==> src/rtl/quality_pkg.sv <==
// Shared grade codes, diverter bin encodings and sorter state type.
// Used by quality_grade_decode and quality_sorter.
package quality_pkg;

  localparam logic [2:0] GRADE_F1  = 3'b100;
  localparam logic [2:0] GRADE_F2  = 3'b010;
  localparam logic [2:0] GRADE_F3  = 3'b001;
  localparam logic [2:0] GRADE_REJ = 3'b000;

  localparam logic [1:0] BIN_REJ = 2'd0;
  localparam logic [1:0] BIN_F1  = 2'd1;
  localparam logic [1:0] BIN_F2  = 2'd2;
  localparam logic [1:0] BIN_F3  = 2'd3;

  typedef enum logic [1:0] {
    QS_IDLE    = 2'd0,
    QS_ACTUATE = 2'd1,
    QS_SETTLE  = 2'd2
  } qs_state_t;

endpackage

==> src/rtl/quality_grade_decode.sv <==
// Combinational grade -> bin map; multi-hot handling selected by QS_ILLEGAL_CHECK_EN.
// Zero latency, no flow control.
module quality_grade_decode
  import quality_pkg::*;
(
  input  logic [2:0] grade_i,
  output logic [1:0] bin_o,
  output logic       illegal_o
);

  always_comb begin
    bin_o     = BIN_REJ;
    illegal_o = 1'b0;
    case (grade_i)
      GRADE_F1:  bin_o = BIN_F1;
      GRADE_F2:  bin_o = BIN_F2;
      GRADE_F3:  bin_o = BIN_F3;
      GRADE_REJ: bin_o = BIN_REJ;
      default: begin
`ifdef QS_ILLEGAL_CHECK_EN
        bin_o     = BIN_REJ;
        illegal_o = 1'b1;
`else
        // Multi-hot: the highest class flag wins.
        if (grade_i[2])      bin_o = BIN_F1;
        else if (grade_i[1]) bin_o = BIN_F2;
        else                 bin_o = BIN_F3;
`endif
      end
    endcase
  end

endmodule

==> src/rtl/quality_sorter.sv <==
// Grade sorter: decode, gate hold FSM, saturating per-bin tallies (QS_ILLEGAL_CHECK_EN gates err).
// bin_sel/tally from N+1, gate_en N+1..N+GATE_CYC; grade_ready low while busy, busy inputs ignored.
module quality_sorter
  import quality_pkg::*;
#(
  parameter int CNT_W    = 8,
  parameter int GATE_CYC = 4
) (
  input  logic             clk,
  input  logic             rst_n,
  input  logic             grade_valid,
  input  logic [2:0]       grade,
  output logic             grade_ready,
  output logic [1:0]       bin_sel,
  output logic             gate_en,
  output logic [CNT_W-1:0] cnt_f1,
  output logic [CNT_W-1:0] cnt_f2,
  output logic [CNT_W-1:0] cnt_f3,
  output logic [CNT_W-1:0] cnt_rej,
  output logic             err
);

  localparam logic [7:0] HOLD_INIT = 8'(GATE_CYC - 1);
  localparam logic [CNT_W-1:0] CNT_MAX = '1;

  qs_state_t        state_q, state_d;
  logic [7:0]       hold_q, hold_d;
  logic [1:0]       bin_q, bin_d;
  logic             gate_q, gate_d;
  logic             err_q, err_d;
  logic [CNT_W-1:0] cnt_q [4];
  logic [CNT_W-1:0] cnt_d [4];

  logic [1:0] dec_bin;
  logic       dec_illegal;
  logic       accept;

  quality_grade_decode u_decode (
    .grade_i   (grade),
    .bin_o     (dec_bin),
    .illegal_o (dec_illegal)
  );

  assign grade_ready = (state_q == QS_IDLE);
  assign accept      = grade_valid && grade_ready;

  always_comb begin
    state_d = state_q;
    hold_d  = hold_q;
    bin_d   = bin_q;
    gate_d  = gate_q;
    err_d   = err_q;
    case (state_q)
      QS_IDLE: begin
        if (accept) begin
          bin_d   = dec_bin;
          hold_d  = HOLD_INIT;
          gate_d  = 1'b1;
          state_d = QS_ACTUATE;
          if (dec_illegal) err_d = 1'b1;
        end
      end
      QS_ACTUATE: begin
        if (hold_q == 8'd0) begin
          gate_d  = 1'b0;
          state_d = QS_SETTLE;
        end else begin
          hold_d = hold_q - 8'd1;
        end
      end
      QS_SETTLE: state_d = QS_IDLE;
      default: begin
        gate_d  = 1'b0;
        state_d = QS_IDLE;
      end
    endcase
  end

  // Only the decoded bin moves, and only on an accept edge.
  always_comb begin
    for (int b = 0; b < 4; b++) cnt_d[b] = cnt_q[b];
    if (accept && (cnt_q[dec_bin] != CNT_MAX))
      cnt_d[dec_bin] = cnt_q[dec_bin] + CNT_W'(1);
  end

  always_ff @(posedge clk or negedge rst_n) begin
    if (!rst_n) begin
      state_q <= QS_IDLE;
      hold_q  <= 8'd0;
      bin_q   <= BIN_REJ;
      gate_q  <= 1'b0;
      err_q   <= 1'b0;
      for (int b = 0; b < 4; b++) cnt_q[b] <= '0;
    end else begin
      state_q <= state_d;
      hold_q  <= hold_d;
      bin_q   <= bin_d;
      gate_q  <= gate_d;
      err_q   <= err_d;
      for (int b = 0; b < 4; b++) cnt_q[b] <= cnt_d[b];
    end
  end

  assign bin_sel = bin_q;
  assign gate_en = gate_q;
  assign err     = err_q;
  assign cnt_rej = cnt_q[BIN_REJ];
  assign cnt_f1  = cnt_q[BIN_F1];
  assign cnt_f2  = cnt_q[BIN_F2];
  assign cnt_f3  = cnt_q[BIN_F3];

endmodule

==> config.mk <==
export PLATFORM = sky130hd
export DESIGN_NAME = quality_sorter
export DESIGN_NICKNAME = d
export VERILOG_FILES = /design/src/rtl/quality_pkg.sv /design/src/rtl/quality_grade_decode.sv /design/src/rtl/quality_sorter.sv
export SDC_FILE = /design/constraint.sdc
export NUM_CORES = 1
export LEC_CHECK = 0
export ABC_AREA = 1
export BUFFER_PORTS_ARGS = -buffer_cell sky130_fd_sc_hd__buf_2
export CAP_MARGIN = 20
export CORE_UTILIZATION = 60
export DETAILED_ROUTE_END_ITERATION = 8
export PLACE_DENSITY_LB_ADDON = 0.25
export SLEW_MARGIN = 20
export SYNTH_ARGS = -nofsm -noshare
export SYNTH_HDL_FRONTEND = slang
export SYNTH_HIERARCHICAL = 1
export SYNTH_SLANG_ARGS = --single-unit
==> constraint.sdc <==
create_clock -name clk -period 3.53 [get_ports clk]
set_input_delay 0 -clock clk [delete_from_list [all_inputs] [get_ports clk]]
set_output_delay 0 -clock clk [all_outputs]
set_load 0.01 [all_outputs]
==> reports/qor.log <==
[layout] layout cell share with drive strength beyond 1 19.6%
[yosys] dominant cell by count in the synthesized netlist nand2_1
[timing] Relative slew margins 62.4%
[grt] wire length of the first global-routing pass 9450 µm
[placement] detailed placement HPWL 4060 µm
[timing] Final Hold Fails 0
[yosys] Syn Std Cell Area 0.00246 mm²
[grt] vias in the first global route 2087
[grt] GR Overflow Total 0
[setup_path] cell family with the largest share of critical-path delay simple AND/OR/NAND/NOR gates
[layout] Filler cells 318
[setup_path] library cell contributing the largest single delay on the critical path dfrtp_1
[die] height of the chip 66.0 µm
[layout] Register Area 0.00115 mm²
[timing] min Tclk post-route 1.76 ns
[yosys] synthesized instance count 324
[clock_tree] clock transition time at the flip-flop clock pins of the worst setup and hold paths 0.09 ns
[setup_path] critical path's most frequent cell nand2_1
[clock_tree] root buffer cell clkbuf_8
[setup_path] critical path type reg -> reg
[route] drt via density 5.35
[yosys] main area contributors after synthesis dfrtp_1 47%, nand2_1 25%, nor2_1 3.1%
[yosys] part of the Yosys area used for sequential elements 46.8%
[route] via count 2226
[timing] Tcrit/Tclk final 50.0%
[grt] global-route met2 utilization 44.9%
[yosys] library cell occupying the most area in the post-synthesis netlist dfrtp_1
[placement] routability-driven placement congestion ratio 0.922
[timing] final number of setup-violating endpoints 0
[yosys] library cells used by synthesis 30
[layout] n_diodes 0
[clock_tree] clock insertion delay at the later pin of the skew report 0.30 ns
[clock_tree] number of gates resized after CTS 0
[setup_path] Data required, critical path 3.69 ns
[timing] Setup TNS 0 ns
[placement] number of buffers inserted by port buffering 42
[route] wire per inst 13.1 µm
[run] reported max-cap violation count 0
[setup_path] peak per-stage delay on the critical path 0.44 ns
[layout] area growth from synthesis to layout 11.9%
[timing] maximum frequency from static timing analysis 567 MHz
[clock_tree] clock tree sinks 46
[yosys] Most used DFF post-synth dfrtp_1
[power_and_ir_drop] worst IR drop on VDD 0.000186 V
[route] drc violations 0
[setup_path] reg-to-reg slack, setup 1.77 ns
[route] first-pass iteration count of the detailed router 5
[grt] antenna violations before repair 0
[grt] Most Crowded Layer GR met2
[yosys] warnings from Yosys 6
[yosys] Avg Cell Area, Syn 7.60 µm²
[setup_path] number of buffer and inverter instances along the worst setup path 0
[grt] Total GRT Usage 28.9%
[yosys] share of the synthesized area in the top cell type 46.8%
[timing] setup repair after global routing missed its margin no
[route] post-detailed-route count of antenna-violating nets 0
[die] area enclosed by the die boundary 0.00436 mm²
[placement] Placed Instance Area 0.00265 mm²
[route] iteration-0 DRC count of the detailed router 162
[yosys] most common library cells after synthesis 165 x nand2_1, 46 x dfrtp_1, 20 x nor2_1
[clock_tree] Inserted Clock Buffers 5
[layout] final instance area 0.00275 mm²
[layout] number of nets in the layout 376
[timing] final slew viol count 0
[die] placeable core region 0.00380 mm²
[layout] area of the multi-input gates 0.00114 mm²
[timing] clock skew after layout 0.00848 ns
[setup_path] data arrival time of the worst path 1.93 ns
[yosys] net count after synthesis 333
[grt] met1 demand-to-capacity share in global routing 41.3%
[setup_path] category of the worst setup path capture point register
[grt] met3 Resource Use GR 4.66%
[power_and_ir_drop] static leakage power 1.58 nW
[yosys] number of synthesized flops with an enable pin 0
[grt] largest net degree at the start of global routing 47
[run_status] status completed
[timing] Worst Tran Pin Value 0.564 ns
[clock_tree] TritonCTS clock tree yes
[clock_tree] CTS H-tree depth 2
[die] Cell Rows 22
[setup_path] launching element type of the critical path register
[yosys] asr flop ratio synth 100%
[power_and_ir_drop] Pwr Density 321 mW/mm²
[route] total wirelength of the detailed-routed design 5470 µm
[yosys] count of state elements after synthesis 46
[die] floorplan die width 66.0 µm
[worst_hold_path] min-delay worst type in -> reg
[die] # IOs 43
[setup_path] Worst Path Max Fanout 11
[setup_path] ordered cell list for the critical path nand2_1 -> nand2_1 -> nand2_1 -> nand2_1 -> ha_1 -> nand2_1 -> nor2_2 -> nand2_4 -> nand3_2 -> nand2_1 -> o21ai_0
[clock_tree] buffers from clock root to sink, at most 2
[die] effective utilization at floorplan 64.8%
logic make-up after synthesis:
kind of cell | after synthesis | share of synthesized area (%)
buffers and inverters | 29 | 6.91
DFF | 46 | 46.8
xor gates and xnor gates | 8 | 2.85
AOI/OAI and AO/OA | 24 | 5.49
other | 1 | 0.152
adders and majority gates | 3 | 1.53
and+or+nand+nor | 213 | 36.3
layer usage:
metal	vias up	share of wire [%]
li1	1089	-
met1	1033	46
met2	98	45
met3	6	8.1
met4	0	1.0
met5	-	0
worst register-to-register path, cell delays in order, from the launching register on:
cell and delay (ns):
dfrtp_1 0.44, nand2_1 0.09, nand2_1 0.05, nand2_1 0.05
nand2_1 0.08, ha_1 0.24, nand2_1 0.10, nor2_2 0.05
nand2_4 0.10, nand3_2 0.22, nand2_1 0.12, o21ai_0 0.09
metrics by stage:
step           instances  hold slack [ns]  utilization, %  total power, mW  setup WS [ns]
2_1_floorplan        324           -0.296               -            0.558           1.99
3_3_place_gp         407            0.220            69.8            0.571           1.59
3_5_place_dp         407            0.218            69.8            0.572           1.51
4_1_cts              416           0.0793            72.4            0.888           1.77
5_1_grt              416            0.119            72.5            0.915           1.54
6_report             416           0.0860            72.5            0.883           1.77
flip-flops by register name, summed over array words and instances (netlist names):
register	cells
cnt_f1	8
err	1
gate_en	1
cnt_f2	8
state_q	2
cnt_f3	8
bin_sel	2
hold_q	8
cnt_rej	8
layout by cell type, fill, tap and decap left out, types with 2 or more instances in the layout:
| cell type | n |
|---|---|
| a21oi_1 | 2 |
| buf_2 | 41 |
| buf_4 | 3 |
| clkbuf_8 | 5 |
| dfrtp_1 | 46 |
| ha_1 | 3 |
| inv_1 | 17 |
| inv_2 | 2 |
| nand2_1 | 165 |
| nand2_2 | 6 |
| nand3_1 | 5 |
| nand3_2 | 4 |
| nand3b_1 | 2 |
| nor2_1 | 20 |
| nor2_2 | 5 |
| nor3b_1 | 2 |
| o21ai_0 | 10 |
| o21ai_1 | 6 |
| o31ai_1 | 4 |
| xnor2_1 | 3 |
| xor2_1 | 5 |
final cells by class:
cell class                      count  share of cell area [%]
Clock buffer                        5                    2.50
Clock inverter                      3                   0.772
Inverter                           20                    2.73
Multi-Input combinational cell    249                    41.4
Sequential cell                    46                    41.8
Tap cell                           48                    2.18
Timing Repair Buffer               45                    8.63
final timing paths:
check	start	to	depth (start not counted)
hold reg to reg	state_q[0]$_DFFE_PN0P_	gate_en$_DFFE_PN0P_	1
setup reg to reg	cnt_f1[1]$_DFFE_PN0P_	cnt_rej[2]$_DFFE_PN0P_	11
hold / removal	grade_valid	bin_sel[0]$_DFFE_PN0P_	3
setup / recovery	cnt_f1[1]$_DFFE_PN0P_	cnt_rej[2]$_DFFE_PN0P_	11
min in group asynchronous	rst_n	err$_DFFE_PN0P_	2
max in group asynchronous	rst_n	hold_q[4]$_DFFE_PN0P_	2
timing repair:
action / 4_1_cts / 5_1_grt
hold buffers: 1 / 0
hold endpoints to repair: 46 / 0
buffers inserted: 0 / 0
where the power goes:
| part | switching (mW) | total, mW | internal [mW] |
|---|---|---|---|
| clock network | 0.182 | 0.321 | 0.139 |
| registers | 0 | 0.526 | 0.526 |
| logic | 0.0283 | 0.0358 | 0.00754 |
Power figures use the tool's default switching activity.
